$ cat config.mk
export PLATFORM = sky130hd
export DESIGN_NAME = mem_access_unit
export DESIGN_NICKNAME = d
export VERILOG_FILES = /design/src/rtl/mem_access_unit.sv
export SDC_FILE = /design/constraint.sdc
export NUM_CORES = 1
export LEC_CHECK = 0
export BUFFER_PORTS_ARGS = -buffer_cell sky130_fd_sc_hd__clkbuf_2
export CORE_UTILIZATION = 45
export CTS_CLUSTER_SIZE = 40
export DETAILED_ROUTE_END_ITERATION = 16
export GPL_ROUTABILITY_DRIVEN = 0
export PLACE_DENSITY = 0.77
export REMOVE_ABC_BUFFERS = 1
export SYNTH_ARGS = -nofsm -noshare
export SYNTH_HDL_FRONTEND = slang
export SYNTH_SLANG_ARGS = --single-unit
$ cat constraint.sdc
create_clock -name CLK -period 2.4 [get_ports CLK]
set_input_delay 0.12 -clock CLK [delete_from_list [all_inputs] [get_ports CLK]]
set_output_delay 0.12 -clock CLK [all_outputs]
set_load 0.02 [all_outputs]
$ cat src/rtl/mem_access_unit.sv
// Load/store sequencer in front of a word-wide Data_Memory: byte/half/word loads, stores, RMW sub-word stores.
// Build option: define LSU_MISALIGN_TRAP_EN to fault misaligned half/word accesses instead of ignoring low address bits.
module mem_access_unit #(
    parameter int ADDR_WIDTH = 32,
    parameter int DATA_WIDTH = 32
) (
    input  logic                  CLK,
    input  logic                  RST,
    input  logic                  req_valid,
    output logic                  req_ready,
    input  logic                  req_write,
    input  logic [1:0]            req_size,
    input  logic                  req_signed,
    input  logic [ADDR_WIDTH-1:0] req_addr,
    input  logic [DATA_WIDTH-1:0] req_wdata,
    output logic                  resp_valid,
    output logic [DATA_WIDTH-1:0] resp_rdata,
    output logic                  resp_fault,
    output logic [ADDR_WIDTH-1:0] mem_address,
    output logic [DATA_WIDTH-1:0] mem_writeData,
    output logic                  mem_memWrite,
    output logic                  mem_memRead,
    input  logic [DATA_WIDTH-1:0] mem_readData
);

    typedef enum logic [1:0] {
        S_IDLE  = 2'b00,
        S_READ  = 2'b01,
        S_WRITE = 2'b10,
        S_RESP  = 2'b11
    } state_t;

    state_t                  r_state;
    state_t                  w_next;
    logic                    w_accept;
    logic                    w_fault;
    logic                    r_write;
    logic [1:0]              r_size;
    logic                    r_signed;
    logic [ADDR_WIDTH-1:0]   r_addr;
    logic [DATA_WIDTH-1:0]   r_wdata;
    logic [DATA_WIDTH-1:0]   r_rdata;
    logic                    r_fault;

    // Shift amount selecting the addressed lane; half lanes ignore addr[0].
    function automatic logic [4:0] lane_shift(input logic [1:0] size, input logic [1:0] addr_lo);
        logic [4:0] sh;
        case (size)
            2'b00:   sh = {addr_lo, 3'b000};
            2'b01:   sh = {addr_lo[1], 4'b0000};
            default: sh = 5'd0;
        endcase
        return sh;
    endfunction

    function automatic logic [DATA_WIDTH-1:0] load_extend(
        input logic [DATA_WIDTH-1:0] word,
        input logic [1:0]            size,
        input logic [1:0]            addr_lo,
        input logic                  sgn
    );
        logic [DATA_WIDTH-1:0] sh;
        logic [DATA_WIDTH-1:0] res;
        sh = word >> lane_shift(size, addr_lo);
        case (size)
            2'b00:   res = {{24{sgn & sh[7]}}, sh[7:0]};
            2'b01:   res = {{16{sgn & sh[15]}}, sh[15:0]};
            default: res = word;
        endcase
        return res;
    endfunction

    function automatic logic [DATA_WIDTH-1:0] store_merge(
        input logic [DATA_WIDTH-1:0] word,
        input logic [DATA_WIDTH-1:0] wdata,
        input logic [1:0]            size,
        input logic [1:0]            addr_lo
    );
        logic [DATA_WIDTH-1:0] mask;
        logic [4:0]            sh;
        sh   = lane_shift(size, addr_lo);
        mask = (size == 2'b00) ? 32'h0000_00FF : 32'h0000_FFFF;
        return (word & ~(mask << sh)) | ((wdata & mask) << sh);
    endfunction

    always_comb begin
        w_fault = (req_size == 2'b11);
`ifdef LSU_MISALIGN_TRAP_EN
        if (req_size == 2'b01 && req_addr[0])
            w_fault = 1'b1;
        if (req_size == 2'b10 && req_addr[1:0] != 2'b00)
            w_fault = 1'b1;
`endif
    end

    assign w_accept = req_valid & req_ready;

    always_ff @(posedge CLK) begin
        if (RST)
            r_state <= S_IDLE;
        else
            r_state <= w_next;
    end

    // Every output is forced low while RST is high, which also suppresses a pending write.
    always_comb begin
        w_next        = r_state;
        req_ready     = 1'b0;
        resp_valid    = 1'b0;
        resp_rdata    = '0;
        resp_fault    = 1'b0;
        mem_address   = '0;
        mem_writeData = '0;
        mem_memWrite  = 1'b0;
        mem_memRead   = 1'b0;
        case (r_state)
            S_IDLE: begin
                req_ready = 1'b1;
                if (req_valid) begin
                    if (w_fault)
                        w_next = S_RESP;
                    else if (req_write && req_size == 2'b10)
                        w_next = S_WRITE;
                    else
                        w_next = S_READ;
                end
            end
            S_READ: begin
                mem_memRead = 1'b1;
                mem_address = {r_addr[ADDR_WIDTH-1:2], 2'b00};
                w_next      = r_write ? S_WRITE : S_RESP;
            end
            S_WRITE: begin
                mem_memWrite  = 1'b1;
                mem_address   = {r_addr[ADDR_WIDTH-1:2], 2'b00};
                mem_writeData = r_wdata;
                w_next        = S_RESP;
            end
            default: begin
                resp_valid = 1'b1;
                resp_rdata = r_rdata;
                resp_fault = r_fault;
                w_next     = S_IDLE;
            end
        endcase
        if (RST) begin
            req_ready     = 1'b0;
            resp_valid    = 1'b0;
            resp_rdata    = '0;
            resp_fault    = 1'b0;
            mem_address   = '0;
            mem_writeData = '0;
            mem_memWrite  = 1'b0;
            mem_memRead   = 1'b0;
        end
    end

    // Request fields and result words carry no reset; they are only observed in READ/WRITE/RESP.
    always_ff @(posedge CLK) begin
        if (w_accept) begin
            r_write  <= req_write;
            r_size   <= req_size;
            r_signed <= req_signed;
            r_addr   <= req_addr;
            r_wdata  <= req_wdata;
            r_rdata  <= '0;
            r_fault  <= w_fault;
        end else if (r_state == S_READ) begin
            if (r_write)
                r_wdata <= store_merge(mem_readData, r_wdata, r_size, r_addr[1:0]);
            else
                r_rdata <= load_extend(mem_readData, r_size, r_addr[1:0], r_signed);
        end
    end

endmodule

==> results.toml <==
[drt]
drtIter0Drc = 367
drc = 2
drt_pass1_iterations = 13
ant_nets = 0
wirelength_mm = 16.6
route.vias.total = 5185
viasPerCell = 5.48
wire_per_inst_um = 17.5

[worst_setup_path]
crit_fanout = 25
critPathRequiredTime_ps = 2620
r2r_end = "r_rdata[12]"
r2r_slack_ps = 240
cp-end-kind = "flip-flop"
crit_type = "reg2reg"
cp.arrival_ps = 2380
r2r_cells = 5
cp-start-kind = "flip-flop"
timing.rr.start = "r_size[0]"

[pwr]
power_w = 0.00678
power_switching_share = 0.365
powerDensity_nw_per_um2 = 930
seqPwrFrac = 0.411
p_clk_frac = 0.206
leakage_nw = 3.14
p_switching_w = 0.00248
ir_drop_v = 0.000389
combPwrFrac = 0.383
p_int_w = 0.00430

[sta]
fin_crit_sh = 0.900
holdWs_ps = 28.9
max_slew_margin = 0.544
rsz0062_at_grt = "false"
skew_ps = 7.48
fin_crit_ps = 2160
finalHoldViolations = 0
fmax_mhz = 463
setup_viol = 0
maxSlewViolCount = 0
worst_slew_pin_slew_ps = 682

[run]
cap_violations = 0

[cells_and_area]
final_util = 0.607
diodes = 0
fillers = 1008
drive_gt1_frac = 0.318
design_area_sq_um = 7290
fin_cells = 947
synthToLayoutAreaGrowth_pct = 31.9
final_nets = 903

[worst_hold_path]
holdCritPathClass = "in2reg"
min_from = "req_size[1]"
hold_end = "r_size[1]"
whs_path_depth = 1

[synth]
synth-seq-cells = 103
synth.cell_area_sq_um = 5530
ys_top_cells_by_count = "97 x and2_1, 70 x nand2_1, 69 x edfxtp_1, 56 x o21ai_0, 53 x nor2_1"
post-synth-top-area-cell = "edfxtp_1"
syn_inst = 579
synth_seq_area_share = 0.498
ys_top_cells_by_area = "edfxtp_1 37%, dfxtp_1 12%, and2_1 11%, o21ai_0 5.1%, nand2_1 4.8%"
ys_types = 39
yosysMostFrequentCell = "and2_1"
async_reset_ff_frac = 0
yosys_warnings = 0
yosysTopAreaCellShare = 0.375
avgSynthCellArea_sq_um = 9.55
synth_edf_count = 69
ys.flop_type = "edfxtp_1"

[floorplanning]
die_x_um = 113
io_pins = 204
die_y_um = 113
start_util = 0.460
coreArea_sq_um = 12000
dieArea_sq_um = 12700
num_rows = 40

[clocking]
cts_made_buffers = 9
cts_setup_buffers = 0
cts_tree = "done"
clk_path_buf_depth = 2
worstSkewPairLatency_ps = 340
clock_sinks = 103
clk_pin_slew_ps = 70
cts_root_buffer = "clkbuf_16"
htree_num_levels = 3

[global_routing]
grt_usage = 0.258
grt_pass1_vias = 5042
overflow = 0
grt_max_degree = 39
antenna_found_initial = 0
grt_pass1_wl_mm = 25.5

[run_status]
violations = "design-rule violations"
outcome = "finished, violations left"

[placed_design]
place_inst = 898
portBuffers = 201
place_area_sq_um = 6680
place.detailed.hpwl_mm = 11.8
==> metal layers <==
metal	up-vias	global-route usage	wire, um
met3	33	0.0471	1150
met4	0	0.0904	367
li1	2488	-	-
met2	247	0.458	8270
met1	2417	0.314	6830
met5	-	0	0
==> registers in the layout (all words and copies together) (netlist names) <==
| name | cells |
|---|---|
| r_addr | 32 |
| r_rdata | 32 |
| r_wdata | 32 |
| r_size | 2 |
| r_state | 2 |
| r_fault | 1 |
| r_signed | 1 |
| r_write | 1 |
==> worst max-delay path: stages, from the launching register on <==
cell	delay, ps
edfxtp_1	410
nor2b_1	560
o21bai_2	260
a221oi_4	340
buf_4	320
o31ai_1	130
==> cells in the final DEF, fill, tap and decap left out, types with 3 or more instances in the layout <==
cell type and n:
a221oi_1 16, a21oi_1 19, clkbuf_2 201, o21ai_0 56, clkbuf_16 10, dfxtp_1 34
nand2_1 70, a211oi_1 7, ha_1 4, and2_1 97, nor2b_1 14, a31o_2 8
o221ai_1 23, inv_1 3, nor2_1 53, nand3_1 7, edfxtp_1 69, dlygate4sd3_1 34
o31ai_1 8, mux2i_1 16, buf_4 18
==> per-stage QoR <==
step / setup WS (ps) / setup TNS [ps]
6_report: 241 / 0
4_1_cts: 251 / 0
3_5_place_dp: 337 / 0
5_1_grt: 139 / 0
2_1_floorplan: -1280 / -102950
3_3_place_gp: 465 / 0
==> worst max path at each step <==
stage | from | slack (ps) | end | depth (start not counted)
after floorplan | r_state[0] | -1280 | r_rdata[0] | 7
after global placement | r_size[0] | 470 | r_rdata[9] | 5
after detailed placement | r_size[0] | 340 | r_rdata[10] | 5
after CTS | r_size[0] | 250 | r_rdata[14] | 5
after global routing | r_size[0] | 140 | r_rdata[12] | 5
final | r_size[0] | 240 | r_rdata[12] | 5
==> kinds of logic (layout without fill, tap and decap cells) <==
family / after synthesis / after routing / synth area share
and+or+nand+nor: 255 / 255 / 0.234
AOI/OAI and AO/OA: 145 / 145 / 0.181
DFF: 103 / 103 / 0.498
buffers and inverters: 54 / 274 / 0.0450
muxes: 17 / 17 / 0.0317
adders and majority gates: 4 / 4 / 0.00905
other: 1 / 2 / 0.000678
==> repair_timing <==
item,CTS,global route
hold buffers,34,0
gates resized for setup,0,0
endpoints found under the hold margin,34,0
==> cell type report <==
cell class | instances | area [sq um] | share of cell area
flip-flops and latches | 103 | 2750 | 0.377
multi-input cells | 423 | 2540 | 0.349
clock inverters | 3 | 17.5 | 0.00240
clock buffers | 12 | 258 | 0.0353
well taps | 147 | 184 | 0.0252
inverters | 4 | 15.0 | 0.00206
repair buffers | 255 | 1520 | 0.209
==> power by group through the flow <==
stage	logic, W	registers [W]	clock network, W
after detailed placement	0.00254	0.00280	0
after CTS	0.00260	0.00277	0.00141
after global placement	0.00244	0.00279	0
after global routing	0.00286	0.00283	0.00148
final	0.00260	0.00279	0.00139
after floorplan	0.00169	0.00273	0
Power figures use the tool's default switching activity.
